File: config.mk
export PLATFORM = sky130hd
export DESIGN_NAME = imem_loader
export DESIGN_NICKNAME = d
export VERILOG_FILES = /design/src/rtl/imem_loader_pkg.sv /design/src/rtl/imem_loader_byte_packer.sv /design/src/rtl/imem_loader.sv
export SDC_FILE = /design/constraint.sdc
export NUM_CORES = 1
export LEC_CHECK = 0
export BUFFER_PORTS_ARGS = -buffer_cell sky130_fd_sc_hd__buf_2
export CORE_ASPECT_RATIO = 1.5
export CORE_MARGIN = 2
export CORE_UTILIZATION = 55
export CTS_CLUSTER_SIZE = 16
export DETAILED_ROUTE_END_ITERATION = 6
export PLACE_DENSITY = 0.78
export SYNTH_ARGS = -nofsm -noshare
export SYNTH_HDL_FRONTEND = slang
export SYNTH_SLANG_ARGS = --single-unit
File: constraint.sdc
create_clock -name clk -period 2.5 [get_ports clk]
set_input_delay 0.5 -clock clk [delete_from_list [all_inputs] [get_ports clk]]
set_output_delay 0.5 -clock clk [all_outputs]
set_load 0.02 [all_outputs]
File: src/rtl/imem_loader_pkg.sv
// imem_loader_pkg: shared FSM encoding and word/checksum constants for the instruction memory loader
package imem_loader_pkg;

    typedef enum logic [1:0] {IDLE, LOAD, CHECK, DONE} state_t;

    localparam int BYTES_PER_WORD = 4;
    localparam int CHECKSUM_W     = 32;

endpackage

File: src/rtl/imem_loader_byte_packer.sv
// byte_packer: assembles four big-endian bytes into a 32-bit word with a one-cycle word_valid strobe
module byte_packer
    import imem_loader_pkg::*;
(
    input  logic        clk,
    input  logic        reset,
    input  logic        clear,
    input  logic [7:0]  byte_in,
    input  logic        byte_en,
    output logic        last,
    output logic [31:0] word,
    output logic        word_valid
);

    logic [1:0]  idx;
    logic [23:0] sh;

    assign last = byte_en && idx == 2'(BYTES_PER_WORD - 1);

    // shift bytes in; the completed word is latched and held until the next word completes
    always_ff @(posedge clk or negedge reset) begin
        if (!reset) begin
            idx        <= '0;
            sh         <= '0;
            word       <= '0;
            word_valid <= 1'b0;
        end else if (clear) begin
            idx        <= '0;
            word_valid <= 1'b0;
        end else begin
            word_valid <= last;
            if (byte_en) begin
                idx <= idx + 2'd1;
                sh  <= {sh[15:0], byte_in};
                if (last) word <= {sh, byte_in};
            end
        end
    end

endmodule

File: src/rtl/imem_loader.sv
// imem_loader: streams bytes into instruction memory, then releases the core; IMEM_LOADER_CHECKSUM_EN adds a trailing checksum word
module imem_loader
    import imem_loader_pkg::*;
#(
    parameter int ADDR_W = 8
) (
    input  logic              clk,
    input  logic              reset,
    input  logic              start,
    input  logic [ADDR_W:0]   word_count,
    input  logic [7:0]        byte_in,
    input  logic              byte_valid,
    output logic              byte_ready,
    output logic              imem_we,
    output logic [ADDR_W-1:0] imem_addr,
    output logic [31:0]       imem_wdata,
    output logic              core_reset,
    output logic              busy,
    output logic              done,
    output logic              err
);

    localparam logic [ADDR_W:0] max_words = {1'b1, {ADDR_W{1'b0}}};

    state_t          state, state_nxt;
    logic [ADDR_W:0] count, wcnt;
    logic            last_pend, last_nxt;
    logic            xfer, last_byte, word_valid;
    logic            can_start, start_ok, start_bad, final_byte;
    logic            chk_end, chk_bad;
    logic [31:0]     word;

    assign xfer       = byte_valid && byte_ready;
    assign can_start  = start && (state == IDLE || state == DONE);
    assign start_ok   = can_start && word_count != '0 && word_count <= max_words;
    assign start_bad  = can_start && !start_ok;
    assign final_byte = state == LOAD && last_byte && wcnt == count - (ADDR_W+1)'(1);
    assign imem_we    = word_valid && state == LOAD;
    assign imem_wdata = word;

    byte_packer u_packer (
        .clk        (clk),
        .reset      (reset),
        .clear      (start_ok),
        .byte_in    (byte_in),
        .byte_en    (xfer),
        .last       (last_byte),
        .word       (word),
        .word_valid (word_valid)
    );

`ifdef IMEM_LOADER_CHECKSUM_EN
    localparam state_t load_exit = CHECK;
    logic [CHECKSUM_W-1:0] sum;
    assign chk_end = state == CHECK && word_valid;
    assign chk_bad = chk_end && word != sum;
    // running sum of every word actually written to memory
    always_ff @(posedge clk or negedge reset) begin
        if (!reset) sum <= '0;
        else if (start_ok) sum <= '0;
        else if (imem_we) sum <= sum + word;
    end
`else
    localparam state_t load_exit = DONE;
    assign chk_end = 1'b0;
    assign chk_bad = 1'b0;
`endif

    // next state; the last word's write cycle finishes in LOAD with byte_ready low
    always_comb begin
        state_nxt = state;
        if (start_bad) state_nxt = IDLE;
        else if (start_ok) state_nxt = LOAD;
        else if (state == LOAD && imem_we && last_pend) state_nxt = load_exit;
        else if (chk_end) state_nxt = chk_bad ? IDLE : DONE;
        last_nxt = !start_ok && (final_byte || (last_pend && state_nxt == LOAD));
    end

    // state, registered status outputs, word counter and write address
    always_ff @(posedge clk or negedge reset) begin
        if (!reset) begin
            state      <= IDLE;
            count      <= '0;
            wcnt       <= '0;
            last_pend  <= 1'b0;
            imem_addr  <= '0;
            err        <= 1'b0;
            byte_ready <= 1'b0;
            busy       <= 1'b0;
            done       <= 1'b0;
            core_reset <= 1'b1;
        end else begin
            state      <= state_nxt;
            last_pend  <= last_nxt;
            err        <= start_bad || chk_bad;
            byte_ready <= state_nxt == CHECK || (state_nxt == LOAD && !last_nxt);
            busy       <= state_nxt == LOAD || state_nxt == CHECK;
            done       <= state_nxt == DONE;
            core_reset <= state_nxt != DONE;
            if (start_ok) begin
                count     <= word_count;
                wcnt      <= '0;
                imem_addr <= '0;
            end else begin
                if (state == LOAD && last_byte) wcnt <= wcnt + (ADDR_W+1)'(1);
                if (imem_we && !last_pend) imem_addr <= imem_addr + ADDR_W'(1);
            end
        end
    end

endmodule

==> results by group <==
Critical path
  – CP max stage cell: or4_4
  – Worst reg2reg startpoint: count[3]
  – Crit path max fanout: 21
  – CP Data Required Time: 2.74 ns
  – Cell Chain, Critical Path: buf_2 -> or4_4 -> or3_4 -> a41oi_4 -> nand2_4 -> buf_12 -> mux2_4
  – CP top delay family: simple AND/OR/NAND/NOR gates
  – Type of origin of the critical path: primary input
  – Buf/Inv on CP: 2
  – Worst EP arrival: 2.47 ns
  – WS Path Type: primary input to register
  – Element type at the critical path end: register
  – Largest stage delay, worst path: 0.54 ns
  – CP startpoint: word_count[7]

Global route
  – Initial antenna violation count: 0
  – GRT overflow: 0
  – First-pass GRT wire length: 13,050 um
  – Number of global-route vias before repair: 2,763
  – Pin count of the biggest net entering global routing: 51
  – All-Layer GR Usage: 20.58%

STA
  – Fmax: 0.4493 GHz
  – Final setup violating endpoints: 0
  – RSZ-0062 raised after global routing: false
  – Setup Skew: 0.006898 ns
  – Slew Viols, Final: 0
  – Least-Margin Pin Slew: 0.3836 ns
  – Fin crit share: 89.03%
  – Final setup margin: 0.2743 ns
  – Rel. slew slack: 74.09%
  – Period minus WS final: 2.226 ns
  – Final hold violations: 0

Synth
  – Synth Net Count: 341
  – Sequential area share after synthesis: 56.02%
  – Synth top area cells: dfrtp_1, mux2_4, mux2_2
  – Post-synth top area cell: dfrtp_1
  – Post-Synthesis Cells: 312
  – FF+latch count, synth: 93
  – Number of flops mapped to enable cells by yosys: 0
  – Mean area per synthesized cell: 13.32 sq um
  – Top FF cell, synth: dfrtp_1
  – Async set-or-reset flop fraction in the synthesized netlist: 100.0%
  – Synth Warn #: 0
  – Post-synth top area share: 55.39%
  – Syn Std Cell Area: 4156 sq um
  – Distinct cell type count after synthesis: 44

CTS
  – CTS tree: built
  – Clk pin slew, worst setup/hold paths: 0.09 ns
  – Clk_lat worst skew: 0.36 ns
  – CTS Sinks: 93
  – CTS root buf: clkbuf_8
  – Maximum clock insertion buffer count: 2
  – Setup bufs post-CTS: 0
  – CTS H-tree depth: 3
  – TritonCTS Buffers: 9

Routing
  – Wire per inst: 15.67 um
  – Post-route ant nets: 0
  – DRC viols: 0
  – Initial DRC Count: 125
  – Routed vias/inst: 5.400
  – Routed via count: 2,673
  – TritonRoute pass-1 iters: 4
  – Drt total wl: 7755 um

Floorplanning
  – Die area: 8283 sq um
  – Floorplan core area: 7274 sq um
  – Row count: 38
  – Initial Util: 57.14%
  – Boundary Pins: 67
  – DIE HEIGHT: 110.5 um
  – Die width: 74.98 um

Cells and area
  – Antenna Cells: 0
  – Final cell count without fillers: 495
  – Final Instance Area: 4922 sq um
  – Post-layout util: 67.66%
  – Final net count: 419
  – Area Overhead vs Synth: 18.42%
  – Fill cells: 559
  – Layout cells sized above 1: 41.01%

Placement
  – Placed cells: 478
  – Detail Placement HPWL: 5526 um
  – Final Wtd Congestion: 0.8669
  – # port buffers: 66
  – DP Area: 4695 sq um
  – Pre-CTS WS: -0.09383 ns

Power and ir drop
  – Cell Pwr Density: 1106 nW/um^2
  – Max VDD drop: 800.0 uV
  – Total leakage power: 2.516 nW

Worst hold path
  – Worst hold-check path type: primary input to register
  – Hold path startpoint: word_count[6]

Run
  – MaxCap Viol Count: 0

Run status
  – Outcome: completed
-- final cells by class --
class                           count  area, sq um  area share, %
Tap cell                          100        125.1          2.542
Multi-Input combinational cell    197         1730          35.16
Timing Repair Buffer               79        483.0          9.812
Sequential cell                    93         2328          47.31
Clock inverter                      4        72.57          1.474
Clock buffer                       12        145.1          2.949
Inverter                           10        37.54         0.7626
-- Yosys cell counts, types with 3 or more instances --
| master | instances |
|---|---|
| o21ai_0 | 11 |
| and3_1 | 4 |
| inv_1 | 10 |
| or3_1 | 4 |
| nand2_1 | 12 |
| nor2_1 | 22 |
| ha_1 | 8 |
| a21oi_1 | 4 |
| clkbuf_1 | 3 |
| xor2_1 | 18 |
| nand3_1 | 5 |
| nand4_1 | 9 |
| mux2_2 | 33 |
| or4_1 | 3 |
| xnor2_1 | 6 |
| buf_2 | 3 |
| dfrtp_1 | 92 |
| mux2_4 | 29 |
| buf_6 | 3 |
-- layer usage --
metal,wire length (um),share of wire [%],track usage [%],up-vias
li1,-,-,-,1256
met1,3233,42,25.74,1350
met2,4045,52,32.98,54
met3,322,4.2,5.474,13
met4,153,2.0,8.571,0
met5,0,0,0,-
-- stage by stage --
step           hold slack [ns]  power [mW]  TNS [ns]
2_1_floorplan           0.2044       3.775   -0.1395
3_3_place_gp            0.3846       4.315    -2.906
3_5_place_dp            0.3871       4.394    -4.396
4_1_cts                 0.3519       5.500         0
5_1_grt                 0.3553       5.773         0
6_report                0.3671       5.443         0
-- cells by family (layout without fill, tap and decap cells) --
| group | Yosys count | in the layout | synth area share (%) |
|---|---|---|---|
| mux | 64 | 64 | 19.90 |
| compound gates | 28 | 28 | 4.726 |
| fa+ha+maj | 8 | 8 | 2.408 |
| flops | 93 | 93 | 56.02 |
| simple gates | 73 | 73 | 9.181 |
| xor+xnor | 24 | 24 | 5.057 |
| buf+inv | 22 | 105 | 2.709 |
-- state kept, by name (all words and copies together), names as in the netlist --
name,count
busy,1
u_packer.word,32
core_reset,1
wcnt,9
count,9
last_pend,1
u_packer.sh,24
u_packer.word_valid,1
u_packer.idx,2
byte_ready,1
imem_addr,8
state,2
done,1
err,1
-- worst register-to-register path, cell delays in order, from the launching register on --
cell	delay, ns
dfrtp_1	0.43
or3_1	0.45
o41ai_1	0.42
o21ai_0	0.20
nor4_1	0.22
buf_4	0.16
a21o_1	0.10
-- worst paths after layout --
| check | endpoint | slack, ns | cells past startpoint |
|---|---|---|---|
| worst max-delay path | u_packer.word[2] | 0.27 | 7 |
| max in group asynchronous | u_packer.sh[2] | 1.33 | 3 |
| min in group asynchronous | wcnt[8] | 0.54 | 2 |
| worst min-delay path | count[6] | 0.37 | 3 |
| worst min register to register | u_packer.word[30] | 0.51 | 1 |
| worst max register to register | last_pend | 0.46 | 6 |
-- report_power, final --
group	total, mW	internal (mW)	switching [mW]
Clock	1.08	0.590	0.494
Sequential	2.44	2.04	0.399
Combinational	1.92	0.978	0.939
-- cells in the final DEF (no fill, tap or decap), types with 2 or more instances in the layout --
| cell type | n |
|---|---|
| nor3_1 | 2 |
| or4_1 | 2 |
| xor2_1 | 18 |
| bufinv_16 | 2 |
| a21o_1 | 2 |
| nand2b_1 | 2 |
| nor2_1 | 22 |
| inv_1 | 10 |
| nand4_1 | 9 |
| nor4_1 | 2 |
| o22ai_1 | 2 |
| mux2_4 | 29 |
| or3_1 | 3 |
| clkbuf_8 | 10 |
| mux2_2 | 33 |
| xnor2_1 | 6 |
| ha_1 | 7 |
| buf_4 | 9 |
| nand3_1 | 5 |
| clkbuf_1 | 2 |
| a21oi_1 | 4 |
| and3b_1 | 2 |
| dfrtp_1 | 92 |
| mux2i_1 | 2 |
| o21ai_0 | 10 |
| buf_2 | 65 |
| nand2_1 | 12 |
| and3_1 | 4 |
| buf_12 | 4 |
-- repair_timing --
item                                   4_1_cts  5_1_grt
resized for setup                            0        0
hold buffers                                 1        0
endpoints found under the hold margin       13        0
setup endpoints to repair                    0        0
Power figures use the tool's default switching activity.
